**src/rtl/muldiv_unit.sv**
```systemverilog
// Iterative radix-2 multiply/divide unit with architectural HI/LO registers.
// One shift-add (multiply) or restoring shift-subtract (divide) step per cycle,
// WIDTH steps per operation, with the sign fix-up applied on the final step.
module muldiv_unit #(
  parameter int unsigned WIDTH = 32
) (
  input  logic             clk,
  input  logic             rst,
  input  logic             start,
  input  logic [1:0]       op,
  input  logic [WIDTH-1:0] a,
  input  logic [WIDTH-1:0] b,
  input  logic             hi_we,
  input  logic             lo_we,
  input  logic [WIDTH-1:0] wdata,
  output logic             busy,
  output logic             done,
  output logic             div0,
  output logic [WIDTH-1:0] hi,
  output logic [WIDTH-1:0] lo
);

  localparam int unsigned CW = $clog2(WIDTH);
  localparam int unsigned AW = 2 * WIDTH;
  localparam logic [CW-1:0] LAST = CW'(WIDTH - 1);

  typedef enum logic {IDLE, RUN} state_t;

  state_t           state;
  logic [CW-1:0]    cnt;
  logic             is_div;
  logic             neg_q;
  logic             neg_r;
  logic [WIDTH-1:0] opb;
  logic [WIDTH-1:0] raw_a;
  logic [AW-1:0]    acc;

  logic             a_neg;
  logic             b_neg;
  logic [WIDTH-1:0] mag_a;
  logic [WIDTH-1:0] mag_b;
  logic [WIDTH:0]   mul_sum;
  logic [WIDTH:0]   div_trial;
  logic [WIDTH:0]   div_diff;
  logic             div_ge;
  logic [AW-1:0]    step_next;
  logic [AW-1:0]    prod;
  logic [WIDTH-1:0] res_hi;
  logic [WIDTH-1:0] res_lo;
  logic             div_zero;

  // Operand magnitudes for signed ops, raw operands for unsigned ops
  always_comb begin
    a_neg = ~op[0] & a[WIDTH-1];
    b_neg = ~op[0] & b[WIDTH-1];
    mag_a = a_neg ? (~a + WIDTH'(1)) : a;
    mag_b = b_neg ? (~b + WIDTH'(1)) : b;
  end

  // One iteration step plus the final sign fix-up of the stepped accumulator
  always_comb begin
    mul_sum   = {1'b0, acc[AW-1:WIDTH]} + (acc[0] ? {1'b0, opb} : {(WIDTH+1){1'b0}});
    div_trial = {acc[AW-1:WIDTH], acc[WIDTH-1]};
    div_diff  = div_trial - {1'b0, opb};
    div_ge    = div_trial >= {1'b0, opb};
    step_next = {mul_sum, acc[WIDTH-1:1]};
    if (is_div) begin
      step_next = {(div_ge ? div_diff[WIDTH-1:0] : div_trial[WIDTH-1:0]),
                   acc[WIDTH-2:0], div_ge};
    end
    prod     = neg_q ? (~step_next + AW'(1)) : step_next;
    div_zero = is_div && (opb == '0);
    res_hi   = prod[AW-1:WIDTH];
    res_lo   = prod[WIDTH-1:0];
    if (is_div) begin
      // Quotient and remainder carry independent signs
      res_lo = neg_q ? (~step_next[WIDTH-1:0] + WIDTH'(1)) : step_next[WIDTH-1:0];
      res_hi = neg_r ? (~step_next[AW-1:WIDTH] + WIDTH'(1)) : step_next[AW-1:WIDTH];
      if (div_zero) begin
        res_lo = '1;
        res_hi = raw_a;
      end
    end
  end

  // Control FSM, datapath registers and HI/LO
  always_ff @(posedge clk) begin
    if (rst) begin
      state  <= IDLE;
      cnt    <= '0;
      is_div <= 1'b0;
      neg_q  <= 1'b0;
      neg_r  <= 1'b0;
      opb    <= '0;
      raw_a  <= '0;
      acc    <= '0;
      busy   <= 1'b0;
      done   <= 1'b0;
      div0   <= 1'b0;
      hi     <= '0;
      lo     <= '0;
    end else begin
      done <= 1'b0;
      case (state)
        IDLE: begin
          if (hi_we) hi <= wdata;
          if (lo_we) lo <= wdata;
          if (start) begin
            is_div <= op[1];
            neg_q  <= a_neg ^ b_neg;
            neg_r  <= op[1] & a_neg;
            opb    <= mag_b;
            raw_a  <= a;
            acc    <= {{WIDTH{1'b0}}, mag_a};
            cnt    <= '0;
            div0   <= 1'b0;
            busy   <= 1'b1;
            state  <= RUN;
          end
        end
        RUN: begin
          acc <= step_next;
          cnt <= cnt + CW'(1);
          if (cnt == LAST) begin
            hi    <= res_hi;
            lo    <= res_lo;
            div0  <= div_zero;
            busy  <= 1'b0;
            done  <= 1'b1;
            state <= IDLE;
          end
        end
        default: state <= IDLE;
      endcase
    end
  end

endmodule

```
**config.mk**
```make
export PLATFORM = sky130hd
export DESIGN_NAME = muldiv_unit
export DESIGN_NICKNAME = d
export VERILOG_FILES = /design/src/rtl/muldiv_unit.sv
export SDC_FILE = /design/constraint.sdc
export NUM_CORES = 1
export LEC_CHECK = 0
export ABC_AREA = 0
export CAP_MARGIN = 20
export CORE_MARGIN = 5
export CORE_UTILIZATION = 59
export DETAILED_ROUTE_END_ITERATION = 8
export GPL_TIMING_DRIVEN = 0
export PLACE_DENSITY = 0.8
export REMOVE_ABC_BUFFERS = 1
export SETUP_SLACK_MARGIN = 0.1
export SYNTH_ARGS = -nofsm -noshare
export SYNTH_HDL_FRONTEND = slang
export SYNTH_SLANG_ARGS = --single-unit
```
**constraint.sdc**
```tcl
create_clock -name clk -period 6 [get_ports clk]
set_input_delay 1.2 -clock clk [delete_from_list [all_inputs] [get_ports clk]]
set_output_delay 1.2 -clock clk [all_outputs]
set_load 0.02 [all_outputs]
```
==> results.yml <==
synthesis:
  post-synth-top-area-cell: "dfxtp_1"
  synthArstFlopShare: 0
  yosys.cell_count.top_type: "nor2_1"
  synth_top_area_frac: 0.238
  synth_edf_count: 0
  yosys_warnings: 0
  synth.yosys.seq_area_share: 0.238
  synth-seq-cells: 204
  syn_area_mm2: 0.0172
  synth.distinct_cells: 87
  ys.flop_type: "dfxtp_1"
  synthCells: 2412
  synth.avg_cell_area_um2: 7.11
  synthTopCellsByCount: "315 x nor2_1, 299 x nand2_1, 228 x a21oi_1"
  synth.area.top_cells: "dfxtp_1 24%, nor2_1 6.9%, a21oi_1 6.7%"
clock_network:
  root_buffer: "clkbuf_16"
  clock_latency_ns: 0.56
  cts_tree: "done"
  cts_buffers: 25
  htreeDepth: 1
  clockBufferDepth: 3
  cts_sinks: 204
  clk_pin_slew_ns: 0.06
  hold_buffers: 0
worst_setup_path:
  slowest_stage: "or4_1"
  cp_max_fo: 32
  path_class: "reg -> reg"
  slowest_delay_ns: 0.66
  start_kind: "register"
  r2r-end: "hi[27]"
  r2r-start: "opb[4]"
  cp_top_family: "simple AND/OR/NAND/NOR gates"
  arrival_ns: 6.01
  r2r_slack_ns: 0.37
  end_kind: "register"
  rr_worst_depth: 15
  path_cells: "inv_1, ha_1, nand4_1, or4_4, o31ai_2, o21ba_2, nand2_4, mux2_1, mux2_2, or3_1, or4_1, o41ai_1, xnor2_1, a221oi_1, nor3_1"
  path_buf_inv: 1
  required_ns: 6.39
power_and_ir_drop:
  power_density_mw_per_mm2: 231
  power_frac_comb: 0.317
  switching_share: 0.358
  power_mw: 4.63
  p_switching_mw: 1.66
  ir_worst_vdd_mv: 0.211
  pwr-share-seq: 0.336
  p_int_mw: 2.97
  p_leak_nw: 7.54
  clkPwrFrac: 0.347
cells_and_area:
  fin_nets: 2652
  area_growth_pct: 16.7
  final_util: 0.698
  final_cells: 2879
  drive_above_1_share: 0.0593
  design_area_mm2: 0.0200
sta:
  skew_ns: 0.0328
  hold_violations: 0
  min_period_ns: 5.63
  setup_ws_ns: 0.375
  drv_slew: 0
  timing.final.crit_share: 0.938
  max-slew-margin-rel: 0.302
  max_slew.worst_pin.slew_ns: 1.05
  max_clock_freq_mhz: 178
  setup-violations-final: 0
  rsz0062_at_grt: "false"
  finalHoldWorstSlack_ns: 0.455
  setup_tns_ns: 0
die:
  rows: 62
  start_util: 0.598
  core_area_mm2: 0.0287
  die_area_mm2: 0.0326
  fp.dieH_um: 181
  die_w_um: 181
  io_pins: 170
worst_hold_path:
  hold_end: "raw_a[20]"
  min_path_type: "reg -> reg"
  min_path_cells: 2
  hp-start: "raw_a[20]"
routing:
  wl_um: 62000
  vias: 19100
  via_per_inst: 6.62
  drtPass1Iterations: 7
  drc: 0
  final_antenna_net_count: 0
  drt_iter0_markers: 2131
  wire_per_inst_um: 21.5
job:
  cap_violations: 0
place:
  gp_congestion: 0.954
  post-place-cells: 2827
  dpl.hpwl_um: 45300
  dpl_cell_area_mm2: 0.0190
  portBuffers: 169
  pre_cts_slack_ns: -0.00683
global_routing:
  antenna_found_initial: 1
  grt_pass1_wl_um: 96300
  grt_pass1_vias: 17700
  grt_util_all_layers: 0.357
  globalRouteOverflowTotal: 0
  grt_max_degree: 115
status:
  status: "completed"
-- power groups by stage --
stage          clock, mW  combinational [mW]  sequential, mW
5_1_grt             1.67                1.58            1.56
6_report            1.61                1.47            1.55
3_3_place_gp           0                1.36            1.60
2_1_floorplan          0               0.862            1.60
4_1_cts             1.61                1.41            1.55
3_5_place_dp           0                1.41            1.58
-- state kept, by name, indices dropped and copies added, names as in the netlist, 5 cells and up --
name / cells
hi: 32
cnt: 5
raw_a: 32
lo: 32
acc: 64
opb: 32
-- layout by cell type, fill, tap and decap left out, drive strengths merged, types with 35 or more instances in the layout --
cell type / instances
xnor2: 97
o21ai: 149
inv: 77
xor2: 76
ha: 70
a311oi: 37
a211oi: 82
nor3: 49
nand3: 42
dfxtp: 204
nor2: 318
nand2: 300
clkdlybuf4s50: 167
and3: 35
a21oi: 228
and2: 43
or3: 36
-- per-layer routing --
| metal | GRT usage | wire, µm | vias up |
|---|---|---|---|
| li1 | - | - | 8844 |
| met1 | 0.489 | 25500 | 9000 |
| met2 | 0.579 | 28200 | 1049 |
| met3 | 0.0503 | 5740 | 170 |
| met4 | 0.123 | 2500 | 2 |
| met5 | 0 | 21 | - |
-- cell families (layout without fill, tap and decap cells) --
logic type | count (synthesis) | count (layout) | synth area share
flip-flops | 204 | 204 | 0.238
AND/OR/NAND/NOR | 944 | 944 | 0.255
XOR/XNOR | 173 | 173 | 0.0883
buffers and inverters | 231 | 313 | 0.0540
adder cells (fa/ha/maj) | 72 | 72 | 0.0534
AO/OA/AOI/OAI | 732 | 732 | 0.276
multiplexers | 56 | 56 | 0.0348
other | 0 | 1 | 0
-- worst register-to-register path, cell delays in order, from the launching register on --
cell	delay [ns]
dfxtp_1	0.42
inv_1	0.07
ha_1	0.44
nand4_1	0.33
or4_4	0.51
o31ai_2	0.23
o21ba_2	0.29
nand2_4	0.40
mux2_1	0.42
mux2_2	0.34
or3_1	0.38
or4_1	0.66
o41ai_1	0.36
xnor2_1	0.16
a221oi_1	0.37
nor3_1	0.08
-- timing repair --
item / 4_1_cts / 5_1_grt
resized for setup: 2 / 8
endpoints found under the setup margin: 3 / 14
pin swaps: 0 / 2
buffers inserted: 0 / 5
-- cell type report --
| cell class | count | area [µm²] |
|---|---|---|
| diodes | 1 | 2.50 |
| clock buffers | 31 | 668 |
| clock inverters | 13 | 181 |
| fillers | 2391 | 8680 |
| inverters | 76 | 288 |
| multi-input cells | 1977 | 12200 |
| flip-flops and latches | 204 | 4100 |
| well taps | 384 | 480 |
| repair buffers | 193 | 2090 |
-- worst max path at each step --
stage               slack [ns]  cells past startpoint    from      to
floorplan                -1.78                      8  is_div   hi[2]
CTS                       0.26                     19  opb[1]  hi[22]
global placement         -8.17                      7  is_div  hi[29]
detailed placement      -0.007                     17  acc[0]  hi[27]
finish                    0.37                     15  opb[4]  hi[27]
global route               0.1                     18  opb[9]  hi[22]
Power figures use the tool's default switching activity.
